### config.mk
export PLATFORM = sky130hd
export DESIGN_NAME = alu_issue_ctrl_flat
export DESIGN_NICKNAME = d
export VERILOG_FILES = /design/src/rtl/alu_issue_ctrl_pkg.sv /design/src/rtl/alu_issue_ctrl_if.sv /design/src/rtl/alu_issue_ctrl_classifier.sv /design/src/rtl/alu_issue_ctrl.sv /design/src/flat_wrapper.sv
export SDC_FILE = /design/constraint.sdc
export NUM_CORES = 1
export LEC_CHECK = 0
export CORE_MARGIN = 2
export CORE_UTILIZATION = 39
export DETAILED_ROUTE_END_ITERATION = 10
export PLACE_DENSITY = 0.77
export SLEW_MARGIN = 20
export SYNTH_ARGS = -nofsm -noshare
export SYNTH_HDL_FRONTEND = slang
export SYNTH_SLANG_ARGS = --single-unit
### constraint.sdc
create_clock -name i_clk -period 3.6 [get_ports i_clk]
set_input_delay 0.72 -clock i_clk [delete_from_list [all_inputs] [get_ports i_clk]]
set_output_delay 0.72 -clock i_clk [all_outputs]
set_load 0.02 [all_outputs]
### src/rtl/alu_issue_ctrl_pkg.sv
// -----------------------------------------------------------------------------
// alu_issue_ctrl_pkg
// Shared constants for the EX-stage ALU issue path:
//   - ALU op codes (RV32I base ops and the M-extension ops)
//   - issue FSM state encoding (IDLE=0, BUSY=1, DONE=2)
//   - op_t: one issued operation (operands, op code, destination tag)
//   - is_muldiv(): true for the M-extension class, which settles later in the ALU
// -----------------------------------------------------------------------------
package alu_issue_ctrl_pkg;

  localparam int XLEN  = 32;
  localparam int SEL_W = 5;
  localparam int RD_W  = 5;

  typedef enum logic [SEL_W-1:0] {
    ALU_ADD    = 5'd0,
    ALU_SUB    = 5'd1,
    ALU_SLL    = 5'd2,
    ALU_SLT    = 5'd3,
    ALU_SLTU   = 5'd4,
    ALU_XOR    = 5'd5,
    ALU_SRL    = 5'd6,
    ALU_SRA    = 5'd7,
    ALU_OR     = 5'd8,
    ALU_AND    = 5'd9,
    ALU_MUL    = 5'd10,
    ALU_MULH   = 5'd11,
    ALU_MULHSU = 5'd12,
    ALU_MULHU  = 5'd13,
    ALU_DIV    = 5'd14,
    ALU_DIVU   = 5'd15,
    ALU_REM    = 5'd16,
    ALU_REMU   = 5'd17
  } alu_op_e;

  typedef enum logic [1:0] {
    ST_IDLE = 2'd0,
    ST_BUSY = 2'd1,
    ST_DONE = 2'd2
  } state_e;

  typedef struct packed {
    logic [XLEN-1:0]  data1;
    logic [XLEN-1:0]  data2;
    logic [SEL_W-1:0] select;
    logic [RD_W-1:0]  rd;
  } op_t;

  // Codes outside the M-extension range (including unused encodings) fall
  // into the base class.
  function automatic logic is_muldiv(input logic [SEL_W-1:0] sel);
    case (sel)
      ALU_MUL, ALU_MULH, ALU_MULHSU, ALU_MULHU,
      ALU_DIV, ALU_DIVU, ALU_REM, ALU_REMU: return 1'b1;
      default:                              return 1'b0;
    endcase
  endfunction

endpackage

### src/rtl/alu_issue_ctrl_if.sv
// -----------------------------------------------------------------------------
// alu_issue_ctrl_if
// Bundles the three buses around the ALU issue controller:
//   in_*   : ID/EX op handshake   (in_valid/in_ready, operands, op code, rd tag)
//   alu_*  : operands/op code driven to the ALU, result returned from it
//   out_*  : result handshake to EX/MEM (out_valid/out_ready, result, rd tag)
//   stall  : hazard-unit stall indication
// Modports:
//   master : the controller (alu_issue_ctrl)
//   slave  : its environment (upstream stage, ALU, downstream stage)
// -----------------------------------------------------------------------------
interface alu_issue_ctrl_if import alu_issue_ctrl_pkg::*; ();

  logic             in_valid;
  logic             in_ready;
  logic [XLEN-1:0]  in_data1;
  logic [XLEN-1:0]  in_data2;
  logic [SEL_W-1:0] in_select;
  logic [RD_W-1:0]  in_rd;

  logic [XLEN-1:0]  alu_data1;
  logic [XLEN-1:0]  alu_data2;
  logic [SEL_W-1:0] alu_select;
  logic [XLEN-1:0]  alu_result;

  logic             out_valid;
  logic             out_ready;
  logic [XLEN-1:0]  out_result;
  logic [RD_W-1:0]  out_rd;

  logic             stall;

  modport master (
    input  in_valid, in_data1, in_data2, in_select, in_rd,
    input  alu_result,
    input  out_ready,
    output in_ready,
    output alu_data1, alu_data2, alu_select,
    output out_valid, out_result, out_rd,
    output stall
  );

  modport slave (
    output in_valid, in_data1, in_data2, in_select, in_rd,
    output alu_result,
    output out_ready,
    input  in_ready,
    input  alu_data1, alu_data2, alu_select,
    input  out_valid, out_result, out_rd,
    input  stall
  );

endinterface

### src/rtl/alu_issue_ctrl_classifier.sv
// -----------------------------------------------------------------------------
// alu_op_classifier
// Purely combinational: maps an ALU op code to the number of extra cycles the
// operands must be held after the accept cycle (LAT-1). Kept separate so the
// hazard unit can instantiate the same mapping.
// Parameters:
//   BASE_LAT   hold latency of base ops and unknown codes (>= 1)
//   MULDIV_LAT hold latency of M-extension ops (>= 1)
//   CNT_W      width of the hold count; must hold max(BASE_LAT, MULDIV_LAT)
// Ports:
//   i_select   ALU op code
//   o_hold     LAT-1 for that op code
// -----------------------------------------------------------------------------
module alu_op_classifier
  import alu_issue_ctrl_pkg::*;
#(
  parameter int BASE_LAT   = 1,
  parameter int MULDIV_LAT = 2,
  parameter int CNT_W      = 4
) (
  input  logic [SEL_W-1:0] i_select,
  output logic [CNT_W-1:0] o_hold
);

  localparam logic [CNT_W-1:0] BASE_HOLD   = CNT_W'(BASE_LAT - 1);
  localparam logic [CNT_W-1:0] MULDIV_HOLD = CNT_W'(MULDIV_LAT - 1);

  logic w_is_muldiv;

  assign w_is_muldiv = is_muldiv(i_select);
  assign o_hold      = w_is_muldiv ? MULDIV_HOLD : BASE_HOLD;

endmodule

### src/rtl/alu_issue_ctrl.sv
// -----------------------------------------------------------------------------
// alu_issue_ctrl
// Initiator side of the EX-stage ALU interface. Accepts one op per in_valid/
// in_ready handshake, registers it onto alu_data1/alu_data2/alu_select and
// holds it there for a class-dependent number of cycles (mul/div settles later
// than base ops), then captures alu_result and offers it downstream with
// out_valid/out_ready backpressure. A finished result can be handed off in the
// same cycle the next op is accepted, so back-to-back issue has no bubble.
//
// Ports:
//   i_clk          clock, rising edge
//   i_rst          asynchronous, active-high reset
//   bus (master)   in_* op handshake, alu_* ALU bus, out_* result handshake,
//                  stall = in_valid && !in_ready
//   o_perf_ops     (ALU_ISSUE_PERF_EN only) accepted-op count, wraps at 2^32
//   o_perf_stalls  (ALU_ISSUE_PERF_EN only) stall-cycle count, wraps at 2^32
//
// Configuration macro: ALU_ISSUE_PERF_EN adds the two performance counters.
// Without it there are no counter ports and no counter logic.
// -----------------------------------------------------------------------------
module alu_issue_ctrl
  import alu_issue_ctrl_pkg::*;
#(
  parameter int BASE_LAT   = 1,
  parameter int MULDIV_LAT = 2,
  parameter int CNT_W      = 4
) (
  input  logic             i_clk,
  input  logic             i_rst,
  alu_issue_ctrl_if.master bus
`ifdef ALU_ISSUE_PERF_EN
  ,
  output logic [31:0]      o_perf_ops,
  output logic [31:0]      o_perf_stalls
`endif
);

  state_e           r_state;
  state_e           w_next_state;
  op_t              r_op;
  op_t              w_in_op;
  logic [CNT_W-1:0] r_cnt;
  logic [CNT_W-1:0] w_hold;
  logic [XLEN-1:0]  r_out_result;
  logic [RD_W-1:0]  r_out_rd;
  logic             r_out_valid;

  logic             w_in_ready;
  logic             w_accept;
  logic             w_capture;
  logic             w_release;
  logic             w_stall;

  // ---------------------------------------------------------------------------
  // Latency class of the incoming op
  // ---------------------------------------------------------------------------
  alu_op_classifier #(
    .BASE_LAT   (BASE_LAT),
    .MULDIV_LAT (MULDIV_LAT),
    .CNT_W      (CNT_W)
  ) u_classifier (
    .i_select (bus.in_select),
    .o_hold   (w_hold)
  );

  assign w_in_op = '{
    data1  : bus.in_data1,
    data2  : bus.in_data2,
    select : bus.in_select,
    rd     : bus.in_rd
  };

  // ---------------------------------------------------------------------------
  // Handshake decode
  // ---------------------------------------------------------------------------
  // Ready is gated by reset so nothing upstream sees a handshake while the
  // block is being cleared. In DONE, ready depends on out_ready: the slot only
  // frees up in the cycle the held result is taken.
  assign w_in_ready = !i_rst &&
                      ((r_state == ST_IDLE) ||
                       ((r_state == ST_DONE) && bus.out_ready));
  assign w_accept   = bus.in_valid && w_in_ready;
  assign w_stall    = bus.in_valid && !w_in_ready;

  // ---------------------------------------------------------------------------
  // FSM: state register
  // ---------------------------------------------------------------------------
  always_ff @(posedge i_clk or posedge i_rst) begin
    if (i_rst) begin
      r_state <= ST_IDLE;
    end else begin
      r_state <= w_next_state;
    end
  end

  // ---------------------------------------------------------------------------
  // FSM: next state and datapath controls
  // ---------------------------------------------------------------------------
  always_comb begin
    // NOTE: every output of this block gets a default before the case, so no
    // path through it can leave a value unassigned and infer a latch.
    w_next_state = r_state;
    w_capture    = 1'b0;
    w_release    = 1'b0;

    case (r_state)
      ST_IDLE: begin
        if (w_accept) begin
          w_next_state = ST_BUSY;
        end
      end

      ST_BUSY: begin
        if (r_cnt == '0) begin
          w_capture    = 1'b1;
          w_next_state = ST_DONE;
        end
      end

      ST_DONE: begin
        if (bus.out_ready) begin
          w_release    = 1'b1;
          w_next_state = w_accept ? ST_BUSY : ST_IDLE;
        end
      end

      default: begin
        w_next_state = ST_IDLE;
      end
    endcase
  end

  // ---------------------------------------------------------------------------
  // Operand slice, hold counter and result slice
  // ---------------------------------------------------------------------------
  // The operand slice only loads on an accept, so the ALU inputs cannot move
  // while an op is in flight.
  always_ff @(posedge i_clk or posedge i_rst) begin
    // NOTE: every datapath register is reset, not just the control state:
    // the ALU bus and the result bus must read as zero right after reset,
    // including when reset lands in the middle of an op.
    if (i_rst) begin
      r_op         <= '0;
      r_cnt        <= '0;
      r_out_result <= '0;
      r_out_rd     <= '0;
      r_out_valid  <= 1'b0;
    end else begin
      // NOTE: non-blocking assignments throughout, so each register here
      // samples the values from before the edge regardless of statement order.
      if (w_accept) begin
        r_op  <= w_in_op;
        r_cnt <= w_hold;
      end else if ((r_state == ST_BUSY) && (r_cnt != '0)) begin
        r_cnt <= r_cnt - CNT_W'(1);
      end

      if (w_capture) begin
        r_out_result <= bus.alu_result;
        r_out_rd     <= r_op.rd;
        r_out_valid  <= 1'b1;
      end else if (w_release) begin
        // Result and tag are left in place; only valid drops.
        r_out_valid <= 1'b0;
      end
    end
  end

  // ---------------------------------------------------------------------------
  // Optional performance counters
  // ---------------------------------------------------------------------------
`ifdef ALU_ISSUE_PERF_EN
  logic [31:0] r_perf_ops;
  logic [31:0] r_perf_stalls;

  always_ff @(posedge i_clk or posedge i_rst) begin
    if (i_rst) begin
      r_perf_ops    <= '0;
      r_perf_stalls <= '0;
    end else begin
      if (w_accept) begin
        r_perf_ops <= r_perf_ops + 32'd1;
      end
      if (w_stall) begin
        r_perf_stalls <= r_perf_stalls + 32'd1;
      end
    end
  end

  assign o_perf_ops    = r_perf_ops;
  assign o_perf_stalls = r_perf_stalls;
`endif

  // ---------------------------------------------------------------------------
  // Outputs
  // ---------------------------------------------------------------------------
  assign bus.in_ready   = w_in_ready;
  assign bus.stall      = w_stall;
  assign bus.alu_data1  = r_op.data1;
  assign bus.alu_data2  = r_op.data2;
  assign bus.alu_select = r_op.select;
  assign bus.out_valid  = r_out_valid;
  assign bus.out_result = r_out_result;
  assign bus.out_rd     = r_out_rd;

endmodule

### src/flat_wrapper.sv
// flat-port wrapper written by rule: the top's interface ports become plain ports
module alu_issue_ctrl_flat import alu_issue_ctrl_pkg::*;
#(
  parameter int BASE_LAT   = 1,
  parameter int MULDIV_LAT = 2,
  parameter int CNT_W      = 4
)
  (i_clk, i_rst, bus_in_valid, bus_in_data1, bus_in_data2, bus_in_select, bus_in_rd, bus_alu_result, bus_out_ready, bus_in_ready, bus_alu_data1, bus_alu_data2, bus_alu_select, bus_out_valid, bus_out_result, bus_out_rd, bus_stall);
  alu_issue_ctrl_if bus_i ();
  input  logic i_clk;
  input  logic i_rst;
  input wire logic [$bits(bus_i.in_valid)-1:0] bus_in_valid;
  input wire logic [$bits(bus_i.in_data1)-1:0] bus_in_data1;
  input wire logic [$bits(bus_i.in_data2)-1:0] bus_in_data2;
  input wire logic [$bits(bus_i.in_select)-1:0] bus_in_select;
  input wire logic [$bits(bus_i.in_rd)-1:0] bus_in_rd;
  input wire logic [$bits(bus_i.alu_result)-1:0] bus_alu_result;
  input wire logic [$bits(bus_i.out_ready)-1:0] bus_out_ready;
  output wire logic [$bits(bus_i.in_ready)-1:0] bus_in_ready;
  output wire logic [$bits(bus_i.alu_data1)-1:0] bus_alu_data1;
  output wire logic [$bits(bus_i.alu_data2)-1:0] bus_alu_data2;
  output wire logic [$bits(bus_i.alu_select)-1:0] bus_alu_select;
  output wire logic [$bits(bus_i.out_valid)-1:0] bus_out_valid;
  output wire logic [$bits(bus_i.out_result)-1:0] bus_out_result;
  output wire logic [$bits(bus_i.out_rd)-1:0] bus_out_rd;
  output wire logic [$bits(bus_i.stall)-1:0] bus_stall;
  assign bus_i.in_valid = bus_in_valid;
  assign bus_i.in_data1 = bus_in_data1;
  assign bus_i.in_data2 = bus_in_data2;
  assign bus_i.in_select = bus_in_select;
  assign bus_i.in_rd = bus_in_rd;
  assign bus_i.alu_result = bus_alu_result;
  assign bus_i.out_ready = bus_out_ready;
  assign bus_in_ready = bus_i.in_ready;
  assign bus_alu_data1 = bus_i.alu_data1;
  assign bus_alu_data2 = bus_i.alu_data2;
  assign bus_alu_select = bus_i.alu_select;
  assign bus_out_valid = bus_i.out_valid;
  assign bus_out_result = bus_i.out_result;
  assign bus_out_rd = bus_i.out_rd;
  assign bus_stall = bus_i.stall;
  alu_issue_ctrl #(.BASE_LAT(BASE_LAT), .MULDIV_LAT(MULDIV_LAT), .CNT_W(CNT_W)) u_core (.i_clk(i_clk), .i_rst(i_rst), .bus(bus_i));
endmodule
==> results.sh <==
export IMPL_outcome="finished, final reports clean"
export IMPL_synth_common_cells="118 x dfrtp_1, 86 x mux2_2, 74 x buf_4"
export IMPL_drt_iter0_drc=107
export IMPL_cts_setup_buffers=0
export IMPL_worstSetupEndpointType="output port"
export IMPL_holdBufCountCts=0
export IMPL_wl_per_cell_um=15.6
export IMPL_critPathArrivalTime_ns=2.31
export IMPL_grt_ovfl_total=0
export IMPL_areaGrowthSynthToFinish_pct=47.7
export IMPL_ys_ff_latch=118
export IMPL_worstReg2RegEnd="u_core.bus.out_result[9]"
export IMPL_hpwl_mm=7.83
export IMPL_netlist_instances=351
export IMPL_cts_resized=0
export IMPL_numCtsBuffers=17
export IMPL_synth_nets=463
export IMPL_reg2reg_depth=5
export IMPL_finalWirelength_mm=10.8
export IMPL_reg2reg_from="u_core.r_cnt[0]"
export IMPL_final_setup_worst_slack_ns=0.570
export IMPL_dominantRegCellSynth="dfrtp_1"
export IMPL_yosys_area_share_xor_xnor=0
export IMPL_maxSlewHeadroom=0.497
export IMPL_pre_cts_slack_ns=0.575
export IMPL_p_leak_nw=3.25
export IMPL_pwr_density_cell_mw_per_mm2=975
export IMPL_whs_path_depth=1
export IMPL_synth_top_family_by_area="multiplexers"
export IMPL_synth_cell_types=32
export IMPL_cp_slowest_stage_delay_ns=0.61
export IMPL_path_class="primary input to output port"
export IMPL_fin_nets=620
export IMPL_antenna_left=0
export IMPL_max_cap_violations=0
export IMPL_hold_path_class="flop to flop"
export IMPL_setup_viol=0
export IMPL_crit_fanout=6
export IMPL_start_util=0.395
export IMPL_avgSynthCellArea_um2=14.7
export IMPL_yosys_top_cells_area="dfrtp_1 57%, mux2_2 19%, buf_4 11%"
export IMPL_io_buffers=218
export IMPL_route_vias_total=3168
export IMPL_rrSetupSlack_ns=1.38
export IMPL_antenna_cells=0
export IMPL_track_usage=0.159
export IMPL_root_buffer="clkbuf_16"
export IMPL_clock_path_buffers=2
export IMPL_fin_skew_ns=0.00822
export IMPL_io_pins=219
export IMPL_clock_sinks=118
export IMPL_finalPower_mw=7.44
export IMPL_crit_start="bus_out_ready"
export IMPL_max_freq_mhz=330
export IMPL_synth_top_area_frac=0.572
export IMPL_htreeDepth=4
export IMPL_num_rows=42
export IMPL_maxSlewViolCount=0
export IMPL_min_delay_start="u_core.r_cnt[3]"
export IMPL_synthAdderAreaFrac=0.00484
export IMPL_grt_max_degree=76
export IMPL_cts_tree="built"
export IMPL_placed_cell_area_mm2=0.00701
export IMPL_finalHoldViolCount=0
export IMPL_tightest_slew_ns=0.753
export IMPL_drc_errors=0
export IMPL_stdcell_area_mm2=0.00763
export IMPL_yosysTopAreaCell="dfrtp_1"
export IMPL_synth_mux_area_frac=0.264
export IMPL_rsz0062_at_grt="no"
export IMPL_grt_pass1_wl_mm=17.4
export IMPL_synth_compound_area_frac=0.0133
export IMPL_synth_area_mm2=0.00517
export IMPL_critical_path_top_delay_family="buffers and inverters"
export IMPL_viasPerCell=4.55
export IMPL_required_ns=2.88
export IMPL_drtPass1Iterations=4
export IMPL_period_share=0.842
export IMPL_clk_pin_slew_ns=0.05
export IMPL_clk_latency_ns=0.40
export IMPL_antenna_found_initial=0
export IMPL_die_h_um=119
export IMPL_ys_seq_area_frac=0.572
export IMPL_core_mm2=0.0131
export IMPL_slowest_stage="clkdlybuf4s50_1"
export IMPL_synth_edf_count=0
export IMPL_cp_num_buf_inv=2
export IMPL_dieWidth_um=119
export IMPL_path_cells="clkdlybuf4s50_1, and2b_1, nor2_1, nor2_1, clkdlybuf4s50_1"
export IMPL_finalWeightedCongestion=0.766
export IMPL_synth_most_common_cell="dfrtp_1"
export IMPL_grt_pass1_vias=3463
export IMPL_finalCriticalPeriod_ns=3.03
export IMPL_setup_tns_ns=0
export IMPL_worstSetupStartpointType="primary input"
export IMPL_dieArea_mm2=0.0142
export IMPL_worstHoldEndpoint="u_core.r_cnt[3]"
export IMPL_ir_worst_vdd_v=0.000459
export IMPL_synth_simple_gate_area_share=0.0242
export IMPL_async_reset_ff_frac=1.00
export IMPL_drive_above_1_share=0.269
export IMPL_synth_warnings=0
## cell type report
cell class | instances | area, um^2
inverter | 4 | 18.8
clock inverter | 8 | 146
clock buffer | 23 | 478
tap | 176 | 220
multi-input combinational | 146 | 1590
sequential | 118 | 2950
fill | 1027 | 5450
timing repair buffer | 221 | 2230
## per-stage QoR
step | utilization | hold slack [ns] | cells
after detailed placement | 0.536 | 0.477 | 665
after global routing | 0.583 | 0.502 | 696
after CTS | 0.583 | 0.485 | 696
after global placement | 0.536 | 0.470 | 665
after floorplan | - | 0.440 | 351
final | 0.583 | 0.486 | 696
## cells in the final DEF, fill, tap and decap left out, types with 2 or more instances in the layout
cell             instances
bufinv_16                4
o31ai_1                  2
inv_1                    3
mux2_1                   6
clkbuf_16               17
mux2_4                  19
clkdlybuf4s50_1        218
clkbuf_1                 3
nand3_1                  2
nor2_1                   3
nand2_1                  3
clkinvlp_4               2
ha_1                     2
dfrtp_1                118
buf_12                   2
and2b_1                  2
clkbuf_8                 3
nor2b_1                  2
mux2_2                  86
clkinv_2                 2
mux2i_1                  4
## kinds of logic (layout without fill, tap and decap cells)
| group | Yosys count | after routing |
|---|---|---|
| buffers and inverters | 87 | 256 |
| flip-flops | 118 | 118 |
| AND/OR/NAND/NOR | 20 | 20 |
| adder cells (fa/ha/maj) | 2 | 2 |
| multiplexers | 115 | 115 |
| AO/OA/AOI/OAI | 9 | 9 |
## sequential cells by signal (all words and copies together) (netlist names)
name / cells
u_core.r_cnt: 4
u_core.bus.alu_select: 5
u_core.bus.alu_data1: 32
u_core.bus.out_result: 32
u_core.bus.alu_data2: 32
u_core.r_op: 5
u_core.r_state: 2
u_core.bus.out_rd: 5
u_core.bus.out_valid: 1
## worst max-delay path by stage
| stage | end | slack, ns | depth (start not counted) |
|---|---|---|---|
| finish | bus_stall | 0.57 | 5 |
| global placement | bus_in_ready | 0.61 | 4 |
| detailed placement | bus_stall | 0.57 | 5 |
| floorplan | bus_stall | 1.29 | 4 |
| CTS | bus_stall | 0.57 | 5 |
| global route | bus_stall | 0.51 | 5 |
## power by group
part	internal (mW)	switching, mW
registers	2.01	0.362
clock network	1.21	0.555
logic	1.84	1.47
## routing by layer
layer  up-vias  share of wire  GRT usage  routed length, um
li1       1445              -          -                  -
met1      1569           0.38      0.178               4160
met2       133           0.52      0.272               5690
met3        21          0.071     0.0584                769
met4         0          0.021     0.0685                223
met5         -              0          0                  0
Power figures use the tool's default switching activity.
